**src/rtl/b1_uart_tx_fifo_if.sv**
```systemverilog
// Write-side handshake and status/serial outputs of the B1 report UART transmitter.
interface b1_uart_tx_fifo_if #(
    parameter int FIFO_AW = 6
);
    logic               wr_en;
    logic [7:0]         din;
    logic               full;
    logic [FIFO_AW:0]   level;
    logic               busy;
    logic               overflow;
    logic               tx;

    modport master (output wr_en, din, input full, level, busy, overflow, tx);
    modport slave  (input wr_en, din, output full, level, busy, overflow, tx);
endinterface

```
**src/rtl/b1_uart_tx_fifo.sv**
```systemverilog
// Byte FIFO feeding an 8N1 LSB-first serialiser for the B1 observation report stream.
// Frames are emitted back-to-back while bytes remain buffered.
module b1_uart_tx_fifo #(
    parameter int CLKS_PER_BIT = 668,
    parameter int FIFO_AW      = 6
) (
    input  logic              clk,
    input  logic              rst,
    b1_uart_tx_fifo_if.slave  bus
);
    localparam int               DEPTH    = 1 << FIFO_AW;
    localparam int               CW       = $clog2(CLKS_PER_BIT);
    localparam logic [FIFO_AW:0] DEPTH_L  = (FIFO_AW+1)'(DEPTH);
    localparam logic [CW-1:0]    CNT_LAST = CW'(CLKS_PER_BIT - 1);

    typedef enum logic [1:0] {
        IDLE  = 2'd0,
        START = 2'd1,
        DATA  = 2'd2,
        STOP  = 2'd3
    } state_t;

    logic [7:0]         mem_r [DEPTH];
    logic [FIFO_AW-1:0] wptr_r, rptr_r;
    logic [FIFO_AW:0]   level_r, level_nx_s;
    logic               full_r, overflow_r;
    logic               wr_ok_s, pop_s;

    state_t             state_r, state_nx_s;
    logic [CW-1:0]      cnt_r, cnt_nx_s;
    logic [2:0]         bit_r, bit_nx_s;
    logic [7:0]         shift_r, shift_nx_s;
    logic               tx_r, tx_nx_s;
    logic               busy_r;

    // full is the registered flag, so a write racing a pop from a full FIFO is still rejected
    assign wr_ok_s = bus.wr_en && !full_r;

    // Next FIFO occupancy from accepted write and serialiser pop
    always_comb begin
        level_nx_s = level_r;
        case ({wr_ok_s, pop_s})
            2'b10:   level_nx_s = level_r + (FIFO_AW+1)'(1);
            2'b01:   level_nx_s = level_r - (FIFO_AW+1)'(1);
            default: level_nx_s = level_r;
        endcase
    end

    // FIFO storage, written without reset
    always_ff @(posedge clk) begin
        if (wr_ok_s) begin
            mem_r[wptr_r] <= bus.din;
        end
    end

    // FIFO pointers, occupancy and sticky overflow
    always_ff @(posedge clk or posedge rst) begin
        if (rst) begin
            wptr_r     <= '0;
            rptr_r     <= '0;
            level_r    <= '0;
            full_r     <= 1'b0;
            overflow_r <= 1'b0;
        end else begin
            if (wr_ok_s) begin
                wptr_r <= wptr_r + FIFO_AW'(1);
            end
            if (pop_s) begin
                rptr_r <= rptr_r + FIFO_AW'(1);
            end
            level_r <= level_nx_s;
            full_r  <= (level_nx_s == DEPTH_L);
            if (bus.wr_en && full_r) begin
                overflow_r <= 1'b1;
            end
        end
    end

    // Serialiser next state, bit timer, shift register and pop request
    always_comb begin
        state_nx_s = state_r;
        cnt_nx_s   = cnt_r + CW'(1);
        bit_nx_s   = bit_r;
        shift_nx_s = shift_r;
        pop_s      = 1'b0;
        case (state_r)
            IDLE: begin
                cnt_nx_s = '0;
                if (level_r != '0) begin
                    pop_s      = 1'b1;
                    shift_nx_s = mem_r[rptr_r];
                    state_nx_s = START;
                end else begin
                    state_nx_s = IDLE;
                end
            end
            START: begin
                if (cnt_r == CNT_LAST) begin
                    cnt_nx_s   = '0;
                    bit_nx_s   = 3'd0;
                    state_nx_s = DATA;
                end else begin
                    state_nx_s = START;
                end
            end
            DATA: begin
                if (cnt_r == CNT_LAST) begin
                    cnt_nx_s   = '0;
                    shift_nx_s = {1'b0, shift_r[7:1]};
                    if (bit_r == 3'd7) begin
                        state_nx_s = STOP;
                    end else begin
                        bit_nx_s = bit_r + 3'd1;
                    end
                end else begin
                    state_nx_s = DATA;
                end
            end
            STOP: begin
                if (cnt_r == CNT_LAST) begin
                    cnt_nx_s = '0;
                    // chain straight into the next start bit when more data is waiting
                    if (level_r != '0) begin
                        pop_s      = 1'b1;
                        shift_nx_s = mem_r[rptr_r];
                        state_nx_s = START;
                    end else begin
                        state_nx_s = IDLE;
                    end
                end else begin
                    state_nx_s = STOP;
                end
            end
            default: begin
                cnt_nx_s   = '0;
                state_nx_s = IDLE;
            end
        endcase

        case (state_nx_s)
            START:   tx_nx_s = 1'b0;
            DATA:    tx_nx_s = shift_nx_s[0];
            default: tx_nx_s = 1'b1;
        endcase
    end

    // Serialiser state register with flopped line and busy outputs
    always_ff @(posedge clk or posedge rst) begin
        if (rst) begin
            state_r <= IDLE;
            cnt_r   <= '0;
            bit_r   <= 3'd0;
            shift_r <= 8'h00;
            tx_r    <= 1'b1;
            busy_r  <= 1'b0;
        end else begin
            state_r <= state_nx_s;
            cnt_r   <= cnt_nx_s;
            bit_r   <= bit_nx_s;
            shift_r <= shift_nx_s;
            tx_r    <= tx_nx_s;
            busy_r  <= (state_nx_s != IDLE);
        end
    end

    assign bus.full     = full_r;
    assign bus.level    = level_r;
    assign bus.busy     = busy_r;
    assign bus.overflow = overflow_r;
    assign bus.tx       = tx_r;

endmodule
```
**src/flat_wrapper.sv**
```systemverilog
// flat-port wrapper written by rule: the top's interface ports become plain ports
module b1_uart_tx_fifo_flat 
#(
    parameter int CLKS_PER_BIT = 668,
    parameter int FIFO_AW      = 6
)
  (clk, rst, bus_wr_en, bus_din, bus_full, bus_level, bus_busy, bus_overflow, bus_tx);
  b1_uart_tx_fifo_if #(.FIFO_AW(FIFO_AW)) bus_i ();
  input  logic clk;
  input  logic rst;
  input wire logic [$bits(bus_i.wr_en)-1:0] bus_wr_en;
  input wire logic [$bits(bus_i.din)-1:0] bus_din;
  output wire logic [$bits(bus_i.full)-1:0] bus_full;
  output wire logic [$bits(bus_i.level)-1:0] bus_level;
  output wire logic [$bits(bus_i.busy)-1:0] bus_busy;
  output wire logic [$bits(bus_i.overflow)-1:0] bus_overflow;
  output wire logic [$bits(bus_i.tx)-1:0] bus_tx;
  assign bus_i.wr_en = bus_wr_en;
  assign bus_i.din = bus_din;
  assign bus_full = bus_i.full;
  assign bus_level = bus_i.level;
  assign bus_busy = bus_i.busy;
  assign bus_overflow = bus_i.overflow;
  assign bus_tx = bus_i.tx;
  b1_uart_tx_fifo #(.CLKS_PER_BIT(CLKS_PER_BIT), .FIFO_AW(FIFO_AW)) u_core (.clk(clk), .rst(rst), .bus(bus_i));
endmodule
```
**config.mk**
```make
export PLATFORM = sky130hd
export DESIGN_NAME = b1_uart_tx_fifo_flat
export DESIGN_NICKNAME = d
export VERILOG_FILES = /design/src/rtl/b1_uart_tx_fifo_if.sv /design/src/rtl/b1_uart_tx_fifo.sv /design/src/flat_wrapper.sv
export SDC_FILE = /design/constraint.sdc
export NUM_CORES = 1
export LEC_CHECK = 0
export CAP_MARGIN = 15
export CORE_ASPECT_RATIO = 1.1
export CORE_UTILIZATION = 35
export DETAILED_ROUTE_END_ITERATION = 12
export MAX_ROUTING_LAYER = met4
export PLACE_DENSITY = 0.53
export SETUP_SLACK_MARGIN = 0.2
export SLEW_MARGIN = 40
export SYNTH_ARGS = -nofsm -noshare
export SYNTH_HDL_FRONTEND = slang
export SYNTH_SLANG_ARGS = --single-unit
```
**constraint.sdc**
```tcl
create_clock -name clk -period 9.9 [get_ports clk]
set_input_delay 1.98 -clock clk [delete_from_list [all_inputs] [get_ports clk]]
set_output_delay 1.98 -clock clk [all_outputs]
set_load 0.01 [all_outputs]
```
==> flow_summary.json, run 1 <==
{
  "status": "finished, final reports clean",
  "fin_skew_ns": 0.0219,
  "cp-end-kind": "flop",
  "worstPathRequired_ns": 10.14,
  "seq_area_frac_synth_pct": 73.4,
  "drtIter0Drc": 1106,
  "slowest_delay_ns": 0.76,
  "cts_root_buf": "clkbuf_16",
  "cts.sinks": 558,
  "syn_nets": 1270,
  "synth_warnings": 0,
  "wl_um": 52600,
  "antenna_cells": 0,
  "crit_buf_inv": 2,
  "tightest_slew_ns": 0.838,
  "tns_ns": 0,
  "die-area_um2": 65300,
  "drt_drc_violations_left": 0,
  "area_growth_pct": 12.7,
  "seq_power_share_pct": 51.6,
  "ir_worst_vdd_mv": 0.129,
  "rows": 97,
  "post_drt_wl_per_cell_um": 24.4,
  "final_util_pct": 39.9,
  "die_h_um": 268,
  "setup_violations": 0,
  "cts_hold_buf": 0,
  "crit_path_top_delay_cell": "nor2_1",
  "io_buffers": 21,
  "synth-seq-cells": 558,
  "fmax_mhz": 215,
  "post_cts_buffers": 0,
  "grt_use_total_pct": 16.8,
  "synthCells": 1248,
  "cts.repair.resized": 0,
  "ioPinCount": 22,
  "path_cells": "clkdlybuf4s50_1 -> nor2b_1 -> inv_1 -> nor2_1 -> nand3_1 -> nor2_1",
  "synth_area_leaders": "edfxtp_1 68%, mux4_2 9.0%, dfrtp_1 5.0%, mux2i_1 4.2%, o221ai_1 1.9%",
  "synth_common_cells": "512 x edfxtp_1, 96 x nor2_1, 94 x mux2i_1",
  "post-dp-hpwl_um": 31000,
  "cts_tree": "built",
  "antenna_left": 0,
  "synth_edf_count": 512,
  "final_nets": 1294,
  "first_pass_iters": 6,
  "worstSetupPathType": "in2reg",
  "grt_pass1_wl_um": 78600,
  "intPower_uw": 4110,
  "cts_max_level": 2,
  "antenna_found_initial": 0,
  "first_global_vias": 11406,
  "cp_max_fo": 8,
  "finalCriticalPeriod_ns": 4.64,
  "worstSkewPairLatency_ns": 0.61,
  "die_w_um": 244,
  "cellLeakagePower_uw": 0.00850,
  "comb_power_share_pct": 11.1,
  "overflow": 0,
  "p_per_area_nw_per_um2": 216,
  "yosys_most_used_dff": "edfxtp_1",
  "via_per_inst": 5.33,
  "core_um2": 63600,
  "p_switching_uw": 1360,
  "crit_path_start_kind": "input pin",
  "synth.avg_cell_area_um2": 18.0,
  "fin_crit_sh_pct": 46.9,
  "rsz0062_at_grt": "no",
  "path_delay_family": "simple AND/OR/NAND/NOR gates",
  "hold_viol_final": 0,
  "maxCapViolations": 0,
  "layout-drive-gt1-share_pct": 16.5,
  "ys_types": 62,
  "clk_pin_slew_ns": 0.06,
  "gp_congestion": 0.828,
  "numCtsBuffers": 56,
  "synth_top_cell_by_area": "edfxtp_1",
  "vias": 11518,
  "slew_headroom_pct": 44.1,
  "crit_top_cell": "nor2_1",
  "synth_area_um2": 22500,
  "start_util_pct": 35.4,
  "switching_share_pct": 24.8,
  "synth_top_area_share_pct": 68.3,
  "grt_max_degree": 96,
  "synthArstFlopShare_pct": 8.24,
  "synth.most_common_cell": "edfxtp_1",
  "clockPowerShare_pct": 37.3,
  "arrival_ns": 4.88,
  "max-clock-path-buffers": 3,
  "slew_violations": 0,
  "hold_path.class": "reg2reg"
}
## final cells by class
class / instances / area [µm²]
clock buffers: 83 / 1550
clock inverters: 22 / 190
fillers: 5787 / 38200
inverters: 14 / 57.6
multi-input cells: 603 / 5600
flip-flops and latches: 558 / 16500
well taps: 841 / 1050
repair buffers: 39 / 378
## power by group through the flow
stage,registers (µW),clock network (µW),logic (µW)
4_1_cts,2820,2080,608
6_report,2820,2040,605
5_1_grt,2840,2170,658
2_1_floorplan,2810,0,423
3_5_place_dp,2870,0,607
3_3_place_gp,2870,0,601
## kinds of logic after synthesis
family | after synthesis | synth area share, %
buf+inv | 87 | 1.85
compound gates | 169 | 5.55
mux | 188 | 13.4
fa+ha+maj | 11 | 0.612
xor+xnor | 25 | 0.973
simple gates | 210 | 4.19
flops | 558 | 73.4
## cells in the final DEF, fill, tap and decap left out, drive strengths merged, types with 3 or more instances in the layout
master         Yosys  routed
a211oi            12      12
a21boi             6       6
a21oi             22      22
a222oi             6       6
a22oi              5       5
and2               4       4
and3               4       4
buf               37      26
bufinv             0       3
clkbuf            36      83
clkdlybuf4s50      0      13
clkinv             0      17
dfrtp             45      45
edfxtp           512     512
ha                11      11
inv               14      15
mux2               4       4
mux2i             94      94
mux4              90      90
nand2             56      56
nand2b             3       3
nand3             11      11
nand3b             3       3
nand4              3       3
nor2              96      96
nor2b              6       6
nor3               8       8
o21ai             18      18
o221ai            48      48
o22ai             24      24
o31ai              9       9
or2                3       3
or3                3       3
xnor2             16      16
xor2               9       9
## per-layer routing
layer / vias to the layer above / track usage [%] / share of wire (%)
met2: 347 / 25.8 / 47
met5: - / - / 0
met3: 91 / 2.69 / 5.4
li1: 5102 / - / -
met4: 0 / 5.84 / 3.1
met1: 5978 / 22.8 / 45
## registers in the layout (all words and copies together) (netlist names)
signal and count:
u_core.state_r 2, u_core.bit_r 3, u_core.mem_r 512, u_core.cnt_r 10, u_core.shift_r 8, u_core.bus.tx 1, u_core.bus.busy 1, u_core.bus.level 7
u_core.bus.overflow 1, u_core.bus.full 1, u_core.wptr_r 6, u_core.rptr_r 6
## worst paths after layout
check | startpoint | cells after the start | slack, ns | end
worst max-delay path | bus_wr_en | 6 | 5.26 | u_core.mem_r[43][2]
worst min-delay path | u_core.bus.overflow | 1 | 0.47 | u_core.bus.overflow
worst max register to register | u_core.rptr_r[0] | 8 | 6.12 | u_core.shift_r[2]
worst min register to register | u_core.bus.overflow | 1 | 0.47 | u_core.bus.overflow
max in group asynchronous | rst | 2 | 7.58 | u_core.rptr_r[1]
min in group asynchronous | rst | 2 | 1.81 | u_core.bus.level[1]
## per-stage QoR
stage / area [µm²] / instances / hold slack, ns / total power [µW] / setup WS [ns]
after detailed placement: 23500 / 2052 / 0.456 / 3480 / 4.63
after global routing: 25400 / 2160 / 0.490 / 5660 / 5.06
after CTS: 25300 / 2157 / 0.471 / 5510 / 5.27
final: 25400 / 2160 / 0.467 / 5470 / 5.26
after floorplan: 22500 / 1248 / 0.448 / 3230 / 5.50
after global placement: 23500 / 2052 / 0.440 / 3470 / 4.68
Power figures use the tool's default switching activity.
==> run 2: changes to the inputs <==
--- a/config.mk
+++ b/config.mk
@@ -10,7 +10,7 @@
 export CORE_UTILIZATION = 35
 export DETAILED_ROUTE_END_ITERATION = 12
 export MAX_ROUTING_LAYER = met4
-export PLACE_DENSITY = 0.53
+export PLACE_DENSITY = 0.55
 export SETUP_SLACK_MARGIN = 0.2
 export SLEW_MARGIN = 40
 export SYNTH_ARGS = -nofsm -noshare
==> constraint.sdc (replaced) <==
create_clock -name clk -period 4.15 [get_ports clk]
set_input_delay 0.83 -clock clk [delete_from_list [all_inputs] [get_ports clk]]
set_output_delay 0.83 -clock clk [all_outputs]
set_load 0.01 [all_outputs]
==> run 2 against run 1 <==
Sequential power is 140% higher. Final cell count is 3.5% higher. Critical endpoint is now u_core.bus.full. Clock-buffer cell count is 9 lower.
==> flow_summary.json, run 2 (synthesis gave the netlist of run 1 again) <==
{
  "first_pass_iters": 7,
  "cts_hold_buf": 0,
  "cts_max_level": 2,
  "largest_reg_flops": 512,
  "numCtsBuffers": 57,
  "largestRegisters": "u_core.mem_r: 512 flops, u_core.cnt_r: 10 flops, u_core.shift_r: 8 flops",
  "cp_max_fo": 12,
  "tightest_slew_ns": 0.787,
  "startpoint": "u_core.state_r[0]",
  "post-dp-hpwl_um": 32900,
  "antenna_left": 0,
  "fin_skew_ns": 0.0197,
  "ir_worst_vdd_mv": 0.318,
  "finalCriticalPeriod_ns": 3.57,
  "final_nets": 1368,
  "p_per_area_nw_per_um2": 512,
  "setup_violations": 0,
  "vias": 11753,
  "endpoint": "u_core.bus.full",
  "tns_ns": 0,
  "slew_violations": 0,
  "r2r-start": "u_core.state_r[0]",
  "die_w_um": 244,
  "clk_pin_slew_ns": 0.06,
  "worstSetupPathType": "reg2reg",
  "crit_top_cell": "ha_1",
  "slowest_delay_ns": 0.45,
  "post_cts_buffers": 0,
  "io_buffers": 21,
  "crit_path_start_kind": "flop",
  "ioPinCount": 22,
  "first_global_vias": 11851,
  "die_h_um": 268,
  "die-area_um2": 65300,
  "area_growth_pct": 15.5,
  "start_util_pct": 35.4,
  "grt_use_total_pct": 16.9,
  "antenna_found_initial": 0,
  "via_per_inst": 5.26,
  "reg2reg_depth": 13,
  "wl_um": 52400,
  "drtIter0Drc": 1056,
  "hold_viol_final": 0,
  "hold_path.class": "reg2reg",
  "gp_congestion": 0.843,
  "arrival_ns": 4.10,
  "rows": 97,
  "core_um2": 63600,
  "max-clock-path-buffers": 3,
  "crit_path_top_delay_cell": "dfrtp_1",
  "layout-drive-gt1-share_pct": 21.2,
  "r2r-end": "u_core.bus.full",
  "rsz0062_at_grt": "no",
  "path_cells": "ha_1 -> and4b_1 -> a31oi_4 -> nor3_1 -> buf_4 -> ha_1 -> inv_1 -> nand2_1 -> nor2_1 -> a311oi_1 -> a211oi_1 -> a211o_1 -> nor4b_2",
  "ff2ff_setup_slack_ns": 0.58,
  "status": "finished, final reports clean",
  "layout.cells.non_filler": 2235,
  "largest-register": "u_core.mem_r",
  "antenna_cells": 0,
  "cp-end-kind": "flop",
  "slew_headroom_pct": 47.4,
  "cts_root_buf": "clkbuf_16",
  "cts.sinks": 558,
  "worstSkewPairLatency_ns": 0.63,
  "drt_drc_violations_left": 0,
  "dp.cells": 2128,
  "worstPathRequired_ns": 4.68,
  "fmax_mhz": 280,
  "layout_common_cells": "512 x edfxtp_1, 94 x mux2i_1, 94 x nor2_1",
  "maxCapViolations": 0,
  "final_common_cell": "edfxtp_1",
  "cts_tree": "built",
  "fin_crit_sh_pct": 86.1,
  "post_drt_wl_per_cell_um": 23.5,
  "overflow": 0,
  "cts.repair.resized": 0,
  "grt_pass1_wl_um": 78900,
  "cellLeakagePower_uw": 0.00893,
  "grt_max_degree": 51
}
[run 2: cell types whose count changed in the layout (fill, tap and decap cells not counted), sizes merged]
cell	before	now
buf	26	99
clkinv	17	22
bufinv	3	5
clkinvlp	1	3
inv	15	17
clkbuf	83	74
[run 2: where the power goes]
group          internal (µW)  switching [µW]  total, µW
sequential              6450             269       6720
clock                   2920            2150       5070
combinational            625             889       1510
total                  10000            3310      13300
[run 2: layout make-up]
type | count | area, µm²
Multi-Input combinational cell | 603 | 5580
Inverter | 14 | 56.3
Tap cell | 841 | 1050
Timing Repair Buffer | 112 | 913
Clock buffer | 74 | 1530
Sequential cell | 558 | 16500
Clock inverter | 33 | 318
Fill cell | 5661 | 37600
[run 2: stage by stage]
step                      hold WS (ns)  total power [µW]  area [µm²]  setup WS (ns)  utilization [%]
final                            0.461             13300       26000          0.577             40.9
after global routing             0.495             13800       26000          0.226             40.9
after CTS                        0.468             13400       26000          0.616             40.8
after detailed placement         0.454              8370       24100          0.381             37.9
after global placement           0.445              8340       24100          0.439             37.9
after floorplan                  0.448              7710       22500          0.809                -
[run 2: worst max-delay path, delay by kind of cell (launching register included)]
family	cells	cell delay, ns
and+or+nand+nor	5	0.96
DFF	1	0.45
AOI/OAI and AO/OA	4	0.97
adders and majority gates	2	0.76
buffers and inverters	2	0.35
[run 2: worst min-delay path by stage]
| stage | startpoint | slack (ns) | end | cells past startpoint |
|---|---|---|---|---|
| floorplan | u_core.cnt_r[0] | 0.45 | u_core.cnt_r[0] | 1 |
| global placement | u_core.bus.overflow | 0.44 | u_core.bus.overflow | 1 |
| detailed placement | u_core.bus.overflow | 0.45 | u_core.bus.overflow | 1 |
| CTS | u_core.bus.overflow | 0.47 | u_core.bus.overflow | 1 |
| global route | u_core.bus.overflow | 0.50 | u_core.bus.overflow | 1 |
| finish | u_core.bus.overflow | 0.46 | u_core.bus.overflow | 1 |
[run 2: metal layers]
layer  up-vias  GRT usage, %  wire length (µm)
met3        82          2.23              2080
met2       276          27.5             26100
met5         -             -                 0
met1      6157          22.3             23000
li1       5238             -                 -
met4         0          4.70              1220
==> run 3: changes to the inputs <==
--- a/config.mk
+++ b/config.mk
@@ -5,10 +5,12 @@
 export SDC_FILE = /design/constraint.sdc
 export NUM_CORES = 1
 export LEC_CHECK = 0
-export CAP_MARGIN = 15
+export CAP_MARGIN = 10
 export CORE_ASPECT_RATIO = 1.1
 export CORE_UTILIZATION = 35
 export DETAILED_ROUTE_END_ITERATION = 12
+export DONT_BUFFER_PORTS = 1
+export HOLD_SLACK_MARGIN = 0.08
 export MAX_ROUTING_LAYER = met4
 export PLACE_DENSITY = 0.55
 export SETUP_SLACK_MARGIN = 0.2
==> run 3 against run 2 <==
Critical path type unchanged. Worst setup slack lost 0.071 ns. Power shrank 3.9%. Combinational power shrank 13%. Hold slack lost 0.36 ns. Fmax shrank 2.0%. Sequential cell count is the same. Critical endpoint unchanged. Routed wire length grew 0.55%. Critical path depth shrank 1.
==> flow_summary.json, run 3 (synthesis gave the netlist of run 1 again) <==
{
  "vias": 11644,
  "numCtsBuffers": 56,
  "finalCriticalPeriod_ns": 3.64,
  "post-dp-hpwl_um": 31400,
  "setup_violations": 0,
  "gp_congestion": 0.851,
  "overflow": 0,
  "cts_root_buf": "clkbuf_16",
  "maxCapViolations": 0,
  "p_per_area_nw_per_um2": 502,
  "rows": 97,
  "drtIter0Drc": 875,
  "dpl_worst_slack_ns": 0.612,
  "post_cts_buffers": 0,
  "worstSkewPairLatency_ns": 0.64,
  "start_util_pct": 35.4,
  "ioPinCount": 22,
  "grt_max_degree": 65,
  "core_um2": 63600,
  "final_nets": 1320,
  "worstSetupPathType": "reg2reg",
  "cp_max_fo": 12,
  "wl_um": 52700,
  "cellLeakagePower_uw": 0.00863,
  "via_per_inst": 5.33,
  "ff2ff_setup_slack_ns": 0.51,
  "antenna_left": 0,
  "slew_headroom_pct": 46.0,
  "cts_tree": "built",
  "arrival_ns": 4.16,
  "die_h_um": 268,
  "tightest_slew_ns": 0.806,
  "tns_ns": 0,
  "antenna_found_initial": 0,
  "cts.sinks": 558,
  "cts_hold_buf": 0,
  "hold_path.class": "in2async",
  "io_buffers": 0,
  "clk_pin_slew_ns": 0.06,
  "cp-end-kind": "flop",
  "final_util_pct": 40.0,
  "max-clock-path-buffers": 3,
  "status": "finished, final reports clean",
  "hold_viol_final": 0,
  "ir_worst_vdd_mv": 0.289,
  "slew_violations": 0,
  "layout-drive-gt1-share_pct": 18.9,
  "die-area_um2": 65300,
  "first_pass_iters": 5,
  "layout.cells.non_filler": 2184,
  "largestRegisters": "u_core.mem_r: 512 flops, u_core.cnt_r: 10 flops, u_core.shift_r: 8 flops",
  "grt_pass1_wl_um": 78500,
  "reg2reg_depth": 12,
  "post_drt_wl_per_cell_um": 24.1,
  "fin_skew_ns": 0.0351,
  "grt_use_total_pct": 16.7,
  "fin_hold_ws_ns": 0.101,
  "worstPathRequired_ns": 4.67,
  "drt_drc_violations_left": 0,
  "timing.final.ws_setup_ns": 0.505,
  "r2r-start": "u_core.bus.level[0]",
  "fmax_mhz": 274,
  "cts.repair.resized": 0,
  "startpoint": "u_core.bus.level[0]",
  "largest-register": "u_core.mem_r",
  "largest_reg_flops": 512,
  "rsz0062_at_grt": "no",
  "area_growth_pct": 13.2,
  "dp.cells": 2081,
  "die_w_um": 244,
  "layout_common_cells": "512 x edfxtp_1, 94 x mux2i_1, 90 x mux4_2, 90 x nor2_1, 61 x buf_4",
  "final_common_cell": "edfxtp_1",
  "crit_path_start_kind": "flop",
  "r2r-end": "u_core.bus.full",
  "first_global_vias": 11748,
  "cts_max_level": 2,
  "fin_crit_sh_pct": 87.8
}
run 3: where the power goes:
group / switching [µW] / internal (µW)
logic: 760 / 547
clock network: 2150 / 2580
registers: 294 / 6450
total: 3210 / 9580
run 3: cell type report:
type	instances	area, µm²
timing repair buffer	65	538
fill	5759	38100
clock buffer	76	1490
tap	841	1050
multi-input combinational	603	5590
sequential	558	16500
clock inverter	26	209
inverter	14	55.1
antenna	1	2.50
run 3: per-layer routing:
layer	global-route usage, %	share of wire (%)
met2	26.5	49
met4	4.80	1.8
met5	-	0
met1	22.5	44
met3	2.55	4.9
run 3: worst max-delay path: stages (launching register included):
cell	delay [ns]
dfrtp_1	0.50
nor4_1	0.60
and2_0	0.35
nor3_1	0.08
buf_4	0.17
ha_1	0.33
inv_1	0.19
nand2_1	0.14
o32a_1	0.37
or3_1	0.30
o41ai_1	0.08
xor2_1	0.20
nor4b_2	0.21
run 3: how the worst max path moves through the flow:
stage / end / slack, ns
floorplan: u_core.bus.full / 0.81
global placement: u_core.bus.full / 0.72
detailed placement: u_core.bus.full / 0.61
CTS: u_core.bus.full / 0.59
global route: u_core.bus.full / 0.27
finish: u_core.bus.full / 0.51
run 3: through the flow:
step | cell area [µm²] | power (µW)
after floorplan | 22500 | 7710
after global placement | 23700 | 8140
after detailed placement | 23800 | 8170
after CTS | 25500 | 12900
after global routing | 25500 | 13200
final | 25500 | 12800
